$ cat src/rtl/filt_pkg.sv
// Constants and types shared across the filter word-routing blocks (4:1 mux, 1:4 demux).
package filt_pkg;

    localparam int unsigned NUM_CH = 4;
    localparam int unsigned SEL_W  = 2;
    localparam int unsigned DATA_W = 32;

    typedef logic [SEL_W-1:0] sel_t;

endpackage

$ cat src/rtl/demux_slot.sv
// One-entry output holding register with valid flag for a single demux channel.
module demux_slot #(
    parameter int unsigned W = 32
) (
    input  logic         clk,
    input  logic         rst_n,
    input  logic         load,
    input  logic [W-1:0] load_data,
    input  logic         out_ready,
    output logic         v,
    output logic [W-1:0] d
);

    // A load wins over a drain, so a same-cycle load and drain replaces the word and keeps v set.
    always_ff @(posedge clk) begin
        if (!rst_n) begin
            v <= 1'b0;
            d <= '0;
        end else if (load) begin
            v <= 1'b1;
            d <= load_data;
        end else if (out_ready) begin
            v <= 1'b0;
        end
    end

endmodule

$ cat src/rtl/demux1_4_reg.sv
// Registered 1-to-4 word distributor: steers each accepted input word to the channel picked by s.
module demux1_4_reg
    import filt_pkg::*;
#(
    parameter int unsigned W = DATA_W
) (
    input  logic                clk,
    input  logic                rst_n,
    input  logic [SEL_W-1:0]    s,
    input  logic                in_valid,
    output logic                in_ready,
    input  logic [W-1:0]        in_data,
    output logic [W-1:0]        y0,
    output logic [W-1:0]        y1,
    output logic [W-1:0]        y2,
    output logic [W-1:0]        y3,
    output logic [NUM_CH-1:0]   out_valid,
    input  logic [NUM_CH-1:0]   out_ready,
    output logic                busy
);

    sel_t              sel;
    logic [NUM_CH-1:0] load;
    logic [NUM_CH-1:0] v_q;
    logic [W-1:0]      d_q [NUM_CH];

    assign sel = s;

    // Selected slot can take a word if empty or being drained this cycle.
    always_comb begin
        in_ready = rst_n && (!v_q[sel] || out_ready[sel]);
    end

    // Select is only decoded on a valid beat so an undriven s never reaches the slots.
    always_comb begin
        load = '0;
        if (in_valid && in_ready) begin
            load[sel] = 1'b1;
        end
    end

    for (genvar k = 0; k < NUM_CH; k++) begin : g_slot
        demux_slot #(
            .W(W)
        ) u_slot (
            .clk       (clk),
            .rst_n     (rst_n),
            .load      (load[k]),
            .load_data (in_data),
            .out_ready (out_ready[k]),
            .v         (v_q[k]),
            .d         (d_q[k])
        );
    end

    assign out_valid = v_q;
    assign busy      = |v_q;
    assign y0        = d_q[0];
    assign y1        = d_q[1];
    assign y2        = d_q[2];
    assign y3        = d_q[3];

endmodule

$ cat config.mk
export PLATFORM = sky130hd
export DESIGN_NAME = demux1_4_reg
export DESIGN_NICKNAME = d
export VERILOG_FILES = /design/src/rtl/filt_pkg.sv /design/src/rtl/demux_slot.sv /design/src/rtl/demux1_4_reg.sv
export SDC_FILE = /design/constraint.sdc
export NUM_CORES = 1
export LEC_CHECK = 0
export ABC_AREA = 1
export CORE_ASPECT_RATIO = 2
export CORE_MARGIN = 4
export CORE_UTILIZATION = 48
export CTS_CLUSTER_DIAMETER = 80
export DETAILED_ROUTE_END_ITERATION = 16
export GPL_ROUTABILITY_DRIVEN = 1
export HOLD_SLACK_MARGIN = 0.05
export PLACE_DENSITY = 0.85
export SLEW_MARGIN = 20
export SYNTH_ARGS = -nofsm -noshare
export SYNTH_HDL_FRONTEND = slang
export SYNTH_HIERARCHICAL = 1
export SYNTH_SLANG_ARGS = --single-unit
$ cat constraint.sdc
create_clock -name clk -period 4.3 [get_ports clk]
set_input_delay 0.86 -clock clk [delete_from_list [all_inputs] [get_ports clk]]
set_output_delay 0.86 -clock clk [all_outputs]
set_load 0.01 [all_outputs]
-- Yosys cells after proc, flatten, opt, wreduce, memory -nomap -nowiden
Cells that the tools add are included.
- register bits: 132
- word-level logic and storage cells: 35
- input bits: 41
- order comparisons: 2
- reduce and logical (&&, ||, !) cells: 10
- muxes and demuxes: 15
- operators by type and width (cell ; count):
    $mux 1 ; 11
    $reduce_bool 2->1 ; 4
    $bmux 1 s2 ; 2
    $mux 4 ; 1
    $reduce_or 4->1 ; 1
    $logic_and 1x1->1 ; 3
    $lt 2x3->1 const B ; 1
    $demux 1 s2 ; 1
    $ge 2x1->1 const B ; 1
    $logic_not 1->1 ; 1
    $logic_or 1x1->1 ; 1

-- Depth between registers and ports, before layout
Gate-level depths: netlist of run 1.
- word-level depth: 8
- gate-level depth with buffers: 13
- depth with buffers taken out: 11

-- Modules after synthesis
The synthesis of run 1 kept the hierarchy.
- modules (own cells, without submodules) (module ; area an instance (um2) ; times used ; cells each):
    demux_slot ; 1156.1 ; 4 ; 143
    demux1_4_reg ; 160.2 ; 1 ; 32

-- Least setup slack after synthesis of run 1
Ideal clock, no wire load.
- path kind: in2out
- start point: in s[0]
- end point: out in_ready
- arrival time: 1426 ps
- buffers on the path: 1
- setup slack: 2014 ps
- stages: 7
- data required time: 3440 ps
- path through: buf_6 -> inv_4 -> nand2_1 -> nand2_1 -> nand2_1 -> nand2_2 -> a21boi_1
- cells in the longest elaborated chain, start to end: 5
- elaborated cells between the ends (all ways): 7
- classes of those cells: mux (4); reduce/logical (3)
- ends and longest elaborated chain (element ; line ; source):
    from (decl) ; demux1_4_reg.sv:9 ; input logic [SEL_W-1:0] s,
    $bmux 1 s2 ; demux1_4_reg.sv:31 ; in_ready = rst_n && (!v_q[sel] || out_ready[sel]);
    $mux 1 (not written as such) ; demux1_4_reg.sv:31 ;
    $logic_not 1->1 ; demux1_4_reg.sv:31 ;
    $logic_or 1x1->1 (*) ; demux1_4_reg.sv:31 ;
    $logic_and 1x1->1 (*) ; demux1_4_reg.sv:31 ;
    to (decl) ; demux1_4_reg.sv:11 ; output logic in_ready,
Mark *: on every way between the ends. The rest lies on a longest branch, timed or not. The select of a mux whose other input is x is not followed.

-- Worst setup path after layout of run 1
Same ends and word-level chain as after synthesis.

==> results of run 1 <==
-- flip-flops by register name (all words and copies together), names as in the netlist --
| register | flops |
|---|---|
| g_slot.u_slot/d | 128 |
| g_slot.u_slot/v | 4 |
-- cell usage in the layout (no fill, tap or decap), drive strengths merged --
cell type and n:
clkinvlp 2, a21boi 1, or4 1, clkdlybuf4s50 173
buf 6, nor2 262, bufinv 4, nand2 20
a21oi 4, nand3 4, dfxtp 132, clkbuf 20
o21ai 128, clkinv 5, inv 16
-- logic make-up after synthesis --
| group | Yosys count | share of synthesized area, % |
|---|---|---|
| simple gates | 287 | 23.1 |
| compound gates | 133 | 14.3 |
| flops | 132 | 55.2 |
| buf+inv | 52 | 7.43 |
-- worst max-delay path: cells and delay by family --
| kind | cells | cell delay, ps |
|---|---|---|
| buf+inv | 3 | 1290 |
| simple gates | 4 | 240 |
| compound gates | 1 | 150 |
-- worst paths after layout --
path,from,end,slack [ps],depth (start not counted)
hold reg to reg,g_slot[3].u_slot/d[16],g_slot[3].u_slot/d[16],500,2
setup reg to reg,g_slot[2].u_slot/v,g_slot[3].u_slot/d[3],2150,10
hold / removal,g_slot[3].u_slot/d[16],g_slot[3].u_slot/d[16],500,2
setup / recovery,s[0],in_ready,900,8
-- power breakdown --
group / switching, W / leakage [nW] / total, W / internal, W
logic: 0.000140 / 1.63 / 0.000270 / 0.000130
registers: 0.0000251 / 1.07 / 0.00129 / 0.00127
clock network: 0.000530 / 0.312 / 0.00155 / 0.00102
total: 0.000695 / 3.02 / 0.00311 / 0.00241
-- routing by layer --
metal  GRT usage, %  vias to the layer above  share of wire [%]
li1               -                     2241                  -
met1           27.7                     2226                 34
met2           46.6                      273                 51
met3           7.92                       69                8.2
met4           21.7                        0                7.0
met5              0                        -                  0
-- layout make-up --
cell class / count / area, sq um / share of cell area, %
Multi-Input combinational cell: 420 / 1800 / 25.4
Tap cell: 132 / 165 / 2.33
Inverter: 15 / 58.8 / 0.831
Clock buffer: 20 / 467 / 6.59
Clock inverter: 12 / 176 / 2.49
Timing Repair Buffer: 179 / 1770 / 25.1
Sequential cell: 132 / 2640 / 37.3
-- metrics by stage --
stage / util (%) / total power [W] / worst slack (ps) / instance area (sq um)
2_1_floorplan: - / 0.00142 / 2010 / 4780
3_3_place_gp: 65.9 / 0.00158 / 947 / 6440
3_5_place_dp: 65.9 / 0.00158 / 896 / 6440
4_1_cts: 72.5 / 0.00313 / 894 / 7080
5_1_grt: 72.5 / 0.00321 / 773 / 7080
6_report: 72.5 / 0.00311 / 902 / 7080
==> impl_results.md, run 1 <==
* Status: completed
* Die ar. at 0.0117 sq mm
* Finished Layout Cells at 910
* Post-Route WL at 16.1 mm
* DRC Markers at 0
* Filler cells at 727
* Via/cell ratio at 5.28
* Resized Gates After CTS at 0
* Final Hold Vio Count at 0
* Crit end category: primary output
* Longest Clk Path Bufs at 2
* Die Wd at 78.6 um
* Diode count at 0
* Hold WC Path Type: reg -> reg
* Library cells used by synthesis at 17
* Sequential share of the synthesized area at 55.2%
* Register bit total from synthesis at 132
* Final #Nets at around 810
* Clk_lat worst skew at 410 ps
* Async set-reset flop share out of synthesis at 0%
* Setup Crit Path Kind: in -> out
* Cell mode on critical path: nand2_1
* WP data arrival at approximately 2500 ps
* Hpwl dp at ~11 mm
* Gr usage total at between 20% and 30%
* Area fraction of the dominant cell type after synthesis at 55.2%
* Final Slew Violations at 0
* Crit Path Max Fanout at 8
* Clock Skew at 6.74 ps
* TritonCTS clock tree: yes
* Initial Utilization at 49.0%
* Top_reg_cell synth: dfxtp_1
* Post-CTS Hold Fix Bufs at 0
* CTS sink cnt at around 130
* Aggregate global routing overflow at 0
* Die height at 149 um
* Synth area leader: dfxtp_1
* Synth Cell Area at 0.00478 sq mm
* Post-synth net total at 645
* Clock Root Buffer: clkbuf_16
* Min Clock Period, post-route at 3400 ps
* Max Clk Rate at around 290 MHz
* Top-count cell post-synth: nor2_1
* PortBufs at 174
* Setup bufs post-CTS at 0
* CP cell instances: clkdlybuf4s50_1 -> inv_4 -> nand2_1 -> nand2_1 -> nand2_1 -> nand2_2 -> a21boi_1 -> clkdlybuf4s50_1
* CTS clk-pin slew, worst paths at 50 ps
* Pwr per Cell Area at between 400 and 500 mW/mm^2
* WP data required at about 3400 ps
* Number of max-cap violations at 0
* Initial antenna violation count at 0
* FP Rows at 51
* Post-synth EDFFs at 0
* Max VDD drop at 0.291 mV
* Worst path max stage delay at 670 ps
* Final setup viols at 0
* RSZ-0062 raised after global routing: no
* H-tree Lvls at 4
* Layout cells sized above 1 at 7.46%
* Final Cycle Share at 79.0%
* Worst hold margin at 497 ps
* YS warnings at 6
* CP Launch Type: input port
* Dpl cells at 878
* First-pass GRT wire length at ~25 mm
* WL/cell at 17.7 um
* CP max-delay cell: clkdlybuf4s50_1
* Core area at 0.00976 sq mm
* Placer Congestion at 0.898
* Worst-Margin Slew at 1070 ps
* Num CTS Buffers at 17
* Rel. slew slack at 28.9%
* Vias at 4,809
* Synth Instances at a little over 600
* Area delta synth->final at 48.0%
* Synth area leaders: dfxtp_1 55%, nor2_1 20%, o21ai_0 13%
* Post-Route Setup TNS at 0 ps
* Boundary pin count at 175
* Vias in the first global route at 4,833
* Most instantiated cells after synthesis: 260 x nor2_1, 132 x dfxtp_1, 128 x o21ai_0
* DRT antenna net count at 0
* Drt first pass iters at 5
* Pleak at around 3.0 nW
* Initial DRC Count at 391
* Syn Area/Cell at 7.92 sq um
* Largest net degree at the start of global routing at 133
No activity file was read; power rests on OpenSTA's default activity.
==> run 2: changes to the inputs <==
--- a/config.mk
+++ b/config.mk
@@ -8,12 +8,12 @@
 export ABC_AREA = 1
 export CORE_ASPECT_RATIO = 2
 export CORE_MARGIN = 4
-export CORE_UTILIZATION = 48
+export CORE_UTILIZATION = 44
 export CTS_CLUSTER_DIAMETER = 80
 export DETAILED_ROUTE_END_ITERATION = 16
 export GPL_ROUTABILITY_DRIVEN = 1
 export HOLD_SLACK_MARGIN = 0.05
-export PLACE_DENSITY = 0.85
+export PLACE_DENSITY = 0.79
 export SLEW_MARGIN = 20
 export SYNTH_ARGS = -nofsm -noshare
 export SYNTH_HDL_FRONTEND = slang
==> constraint.sdc (replaced) <==
create_clock -name clk -period 3.51 [get_ports clk]
set_input_delay 0.702 -clock clk [delete_from_list [all_inputs] [get_ports clk]]
set_output_delay 0.702 -clock clk [all_outputs]
set_load 0.01 [all_outputs]
==> impl_results.md, run 2 (same netlist as run 1, synthesis figures left out) <==
* Setup slack, reg-to-reg at 1680 ps (-470 ps)
* RSZ-0062 raised after global routing: no
* Top Registers: g_slot.u_slot/d: 128 flops, g_slot.u_slot/v: 4 flops
* Layout cells sized above 1 at 7.46% (unchanged)
* Setup Crit Path Kind: in -> out
* Comb pwr share at 8.4% (-0.3 points)
* Die Wd at 81.7 um (+4.0%)
* Clk_lat worst skew at 400 ps (about the same)
* Number of max-cap violations at 0 (unchanged)
* Post-Route WL at 15.9 mm (-1.2%)
* FP Rows at 53 (+3.9%)
* Hold WC Path Type: reg -> reg
* Die ar. at 0.0127 sq mm (+8.4%)
* Fin util at 67.5% (-5.0 points)
* Clock Root Buffer: clkbuf_16
* Post-Route Setup TNS at 0 ps (unchanged)
* Reg with most FFs: g_slot.u_slot/d
* WP data arrival at 2440 ps (-100 ps)
* Via/cell ratio at 5.21 (-1.4%)
* Num CTS Buffers at 17 (unchanged)
* Vias in the first global route at 4,951 (+2.4%)
* Final worst slack at 371 ps (-531 ps)
* Max FFs per register at 128 (unchanged)
* Final Cycle Share at ~90%
* Reg2reg start: g_slot[3].u_slot/v
* Area delta synth->final at 48.8%
* CP cell instances: clkdlybuf4s50_1 -> inv_4 -> nand2_2 -> nand2_1 -> nand2_1 -> nand2_2 -> a21boi_1 -> clkdlybuf4s50_1
* Core area at 0.0105 sq mm (+8.0%)
* Final setup viols at 0 (unchanged)
* Largest net degree at the start of global routing at 133 (unchanged)
* Longest Clk Path Bufs at 2 (unchanged)
* Crit Path Max Fanout at 8 (unchanged)
* Switch Pwr at 0.000844 W (+21%)
* PortBufs at 174 (unchanged)
* Initial DRC Count at 311 (-20%)
* Worst-Margin Slew at 1050 ps (-15.6 ps)
* Initial antenna violation count at 0 (unchanged)
* Clk pwr share at 51.0% (+1.2 points)
* WP data required at 2810 ps (-630 ps)
* Final Slew Violations at 0 (unchanged)
* Rel. slew slack at 29.9% (+1.0 points)
* Resized Gates After CTS at 0 (unchanged)
* H-tree Lvls at 4 (unchanged)
* Max VDD drop at 0.510 mV (+75%)
* DRC Markers at 0 (unchanged)
* CTS sink cnt at 132 (unchanged)
* Hold_sp: g_slot[2].u_slot/d[16]
* Finished Layout Cells at 915 (+0.55%)
* DRT antenna net count at 0 (unchanged)
* Worst path max stage delay at 670 ps (about the same)
* Sw frac at 21.6% (-0.75 points)
* Drt first pass iters at 5 (unchanged)
* Commonest non-fill, non-tap cells in the layout: 256 x nor2_1, 173 x clkdlybuf4s50_1, 132 x dfxtp_1, 128 x o21ai_0
* Post-CTS Hold Fix Bufs at 0 (unchanged)
* Setup bufs post-CTS at 0 (unchanged)
* Diode count at 0 (unchanged)
* Min Clock Period, post-route at 3140 ps
* Aggregate global routing overflow at 0 (unchanged)
* Vias at 4,769 (-0.83%)
* Hpwl dp at 10.9 mm (+2.2%)
* Placer Congestion at 0.864 (-3.9%)
* Crit end category: primary output
* CP Launch Type: input port
* Pleak at 3.03 nW (+0.50%)
* Most common cell after layout, fill and taps aside: nor2_1
* Clock Skew at 5.28 ps (-1.46 ps)
* First-pass GRT wire length at 25.0 mm (+1.7%)
* Initial Utilization at 45.4% (-3.6 points)
* Pwr per Cell Area at 548 mW/mm^2 (+25%)
* Dpl cells at 884 (+0.68%)
* Die height at 155 um (+4.2%)
* WL/cell at 17.4 um (-1.7%)
* Place WS at 416 ps (-480 ps)
* Gr usage total at 26.0% (-1.5 points)
* TritonCTS clock tree: yes
* Final Power at 0.00390 W (+26%)
* Boundary pin count at 175 (unchanged)
* Final #Nets at 807 (+0.12%)
* CP max-delay cell: clkdlybuf4s50_1
* CTS clk-pin slew, worst paths at 50 ps (about the same)
* Crit path from: s[0]
* Final Hold Vio Count at 0 (unchanged)
* Status: completed
* Sequential power share at 40.6% (-1.0 points)
* Internal cell power at 0.00306 W (+27%)
* Max Clk Rate at 319 MHz
run 2: power groups by stage:
| stage | Sequential (W) | Clock, W | Combinational [W] |
|---|---|---|---|
| after floorplan | 0.00163 | 0 | 0.000105 |
| after global placement | 0.00161 | 0 | 0.000321 |
| final | 0.00158 | 0.00199 | 0.000329 |
| after detailed placement | 0.00161 | 0 | 0.000326 |
| after global routing | 0.00159 | 0.00208 | 0.000356 |
| after CTS | 0.00158 | 0.00201 | 0.000329 |
run 2: metal layers:
layer | vias up | wire [um] | GRT usage, %
met5 | - | 0 | 0
met1 | 2242 | 5550 | 26.4
li1 | 2249 | - | -
met2 | 227 | 8350 | 45.3
met4 | 0 | 920 | 16.5
met3 | 51 | 1090 | 6.89
run 2: worst max-delay path: cells and delay by family:
kind / cells / cell delay (ps)
compound gates: 1 / 170
buf+inv: 3 / 1320
simple gates: 4 / 240
run 2: layout make-up:
class                           count  area (sq um)
Multi-Input combinational cell    420          1800
Sequential cell                   132          2640
Clock buffer                       18           439
Inverter                           15          58.8
Clock inverter                     13           231
Timing Repair Buffer              180          1780
Tap cell                          137           171
Fill cell                         812          3420
run 2: path summary, 6_finish.rpt:
kind / to / depth (start not counted)
setup / recovery: in_ready / 8
setup reg to reg: g_slot[0].u_slot/d[3] / 10
hold reg to reg: g_slot[2].u_slot/d[16] / 2
hold / removal: g_slot[2].u_slot/d[16] / 2
run 2: through the flow:
step,cell area (sq um),hold WS (ps)
floorplan,4780,508
global placement,6450,475
detailed placement,6450,481
CTS,7120,501
global route,7120,521
finish,7120,494
==> run 3: changes to the inputs <==
--- a/config.mk
+++ b/config.mk
@@ -5,15 +5,14 @@
 export SDC_FILE = /design/constraint.sdc
 export NUM_CORES = 1
 export LEC_CHECK = 0
-export ABC_AREA = 1
 export CORE_ASPECT_RATIO = 2
 export CORE_MARGIN = 4
-export CORE_UTILIZATION = 44
+export CORE_UTILIZATION = 46
 export CTS_CLUSTER_DIAMETER = 80
 export DETAILED_ROUTE_END_ITERATION = 16
 export GPL_ROUTABILITY_DRIVEN = 1
 export HOLD_SLACK_MARGIN = 0.05
-export PLACE_DENSITY = 0.79
+export PLACE_DENSITY = 0.8
 export SLEW_MARGIN = 20
 export SYNTH_ARGS = -nofsm -noshare
 export SYNTH_HDL_FRONTEND = slang
==> impl_results.md, run 3 <==
* Longest Clk Path Bufs at 2 (unchanged)
* Die height at 159 um (+2.1%)
* FP Rows at 54 (+1.9%)
* Status: completed
* Library cells used by synthesis at 20 (+3)
* Diode count at 0 (unchanged)
* Initial Utilization at 47.5% (+2.1 points)
* Via/cell ratio at 4.80 (-7.9%)
* Most instantiated cells after synthesis: 133 x nor2b_1, 132 x dfxtp_1, 128 x mux2i_1
* Resized Gates After CTS at 0 (unchanged)
* Area fraction of the dominant cell type after synthesis at 50.6% (-4.7 points)
* Reg with most FFs: g_slot.u_slot/d
* YS warnings at 6 (unchanged)
* H-tree Lvls at 4 (unchanged)
* Sequential share of the synthesized area at 50.6% (-4.7 points)
* Die ar. at 0.0132 sq mm (+4.1%)
* Post-Route Setup TNS at 0 ps (unchanged)
* Post-Route WL at 12.6 mm (-21%)
* Max Clk Rate at 326 MHz (+2.4%)
* Final Slew Violations at 0 (unchanged)
* Worst-Margin Slew at 983 ps (-67.5 ps)
* Layout cells sized above 1 at 6.40% (-1.1 points)
* Worst r2r path cells at 4 (-6)
* Final Hold Vio Count at 0 (unchanged)
* Final Power at 0.00380 W (-2.7%)
* Die Wd at 83.4 um (+2.0%)
* Post-synth net total at 485 (-25%)
* Final Cycle Share at 87.4% (-2.1 points)
* Final setup viols at 0 (unchanged)
* Placer Congestion at 0.812 (-6.0%)
* Clk_lat worst skew at 400 ps (about the same)
* Num CTS Buffers at 17 (unchanged)
* TritonCTS clock tree: yes
* DRC Markers at 0 (unchanged)
* Synth area leaders: dfxtp_1 51%, mux2i_1 25%, nor2b_1 16%
* Top_reg_cell synth: dfxtp_1
* Drt first pass iters at 4 (-1)
* Clock Skew at 11.3 ps (+6.06 ps)
* WL/cell at 16.5 um (-5.1%)
* Async set-reset flop share out of synthesis at 0% (unchanged)
* Top-count cell post-synth: nor2b_1
* Register bit total from synthesis at 132 (unchanged)
* Commonest non-fill, non-tap cells in the layout: 173 x clkdlybuf4s50_1, 133 x nor2b_1, 132 x dfxtp_1, 128 x mux2i_1, 17 x clkbuf_16
* Area delta synth->final at 45.2%
* RSZ-0062 raised after global routing: no
* Vias in the first global route at 3,876 (-22%)
* Final #Nets at 655 (-19%)
* Min Clock Period, post-route at 3070 ps (-72.2 ps)
* Worst Hold Depth at 2 (unchanged)
* Initial DRC Count at 142 (-54%)
* CTS sink cnt at 132 (unchanged)
* Number of max-cap violations at 0 (unchanged)
* Setup bufs post-CTS at 0 (unchanged)
* Boundary pin count at 175 (unchanged)
* Hold WC Path Type: reg -> reg
* WP data required at 2810 ps (about the same)
* Synth Cell Area at 0.00523 sq mm (+9.2%)
* Largest net degree at the start of global routing at 133 (unchanged)
* Initial antenna violation count at 0 (unchanged)
* PortBufs at 174 (unchanged)
* Vias at 3,672 (-23%)
* Synth area leader: dfxtp_1
* First-pass GRT wire length at 20.4 mm (-18%)
* Gr usage total at 19.1% (-6.9 points)
* DRT antenna net count at 0 (unchanged)
* Pwr per Cell Area at 500 mW/mm^2 (-8.7%)
* Core area at 0.0110 sq mm (+4.4%)
* Synth Instances at 444 (-26%)
* Max FFs per register at 128 (unchanged)
* Clock Root Buffer: clkbuf_16
* Max VDD drop at 0.390 mV (-24%)
* Top Registers: g_slot.u_slot/d: 128 flops, g_slot.u_slot/v: 4 flops
* WP data arrival at 2360 ps (-80 ps)
* Setup slack, reg-to-reg at 1880 ps (+200 ps)
* Setup Crit Path Kind: in -> out
* CTS clk-pin slew, worst paths at 50 ps (about the same)
* Post-CTS Hold Fix Bufs at 0 (unchanged)
* CP Launch Type: input port
* Hpwl dp at 8.55 mm (-22%)
* Crit Path Max Fanout at 8 (unchanged)
* Rel. slew slack at 34.4% (+4.5 points)
* Crit end category: primary output
* Post-synth EDFFs at 0 (unchanged)
* Pleak at 2.49 nW (-18%)
* Syn Area/Cell at 11.8 sq um (+49%)
* Aggregate global routing overflow at 0 (unchanged)
* Most common cell after layout, fill and taps aside: clkdlybuf4s50_1
[run 3: changes by cell type after synthesis, sizes merged, moves of 3 or more]
cell,change
nor2b,+133
nand2,-19
inv,-12
a21oi,-4
nor2,-260
mux2i,+128
buf,+3
o21ai,-125
nand3,-3
clkbuf,-12
o21a,+4
[run 3: final timing paths]
check / start / end
setup / recovery: s[0] / in_ready
hold / removal: g_slot[1].u_slot/d[7] / g_slot[1].u_slot/d[7]
setup reg to reg: g_slot[0].u_slot/v / g_slot[0].u_slot/d[1]
hold reg to reg: g_slot[1].u_slot/d[7] / g_slot[1].u_slot/d[7]
[run 3: routing by layer]
| metal | global-route usage [%] | wire, um | vias up |
|---|---|---|---|
| li1 | - | - | 1825 |
| met1 | 20.4 | 4900 | 1714 |
| met2 | 34.4 | 6670 | 126 |
| met3 | 7.31 | 959 | 7 |
| met4 | 5.65 | 92 | 0 |
| met5 | 0 | 0 | - |
[run 3: worst max-delay path: stages]
cell,delay (ps)
clkdlybuf4s50_1,540
and4bb_1,280
a31oi_1,130
and3_1,170
clkdlybuf4s50_1,530
[run 3: power breakdown]
part           internal, W  switching, W  total (W)
Clock              0.00135      0.000614    0.00196
Sequential         0.00153     0.0000182    0.00155
Combinational     0.000163      0.000122   0.000285
Total              0.00304      0.000754    0.00380
[run 3: through the flow]
step | setup slack, ps | util (%) | hold slack [ps] | cell area, sq um | cells
after floorplan | 1600 | - | 538 | 5230 | 444
after global placement | 480 | 62.8 | 495 | 6920 | 735
after detailed placement | 461 | 62.8 | 501 | 6920 | 735
after CTS | 446 | 68.9 | 517 | 7590 | 765
after global routing | 360 | 68.9 | 536 | 7590 | 765
final | 443 | 68.9 | 511 | 7590 | 765
[run 3: logic make-up after synthesis]
logic type	synth area share (%)
buf+inv	6.54
flops	50.6
mux	24.5
simple gates	17.2
compound gates	1.15
[run 3: layout make-up]
class / count / area, sq um
Sequential cell: 132 / 2640
Timing Repair Buffer: 179 / 1820
Tap cell: 140 / 175
Clock buffer: 18 / 439
Fill cell: 837 / 3430
Inverter: 3 / 11.3
Multi-Input combinational cell: 281 / 2270
Clock inverter: 12 / 228
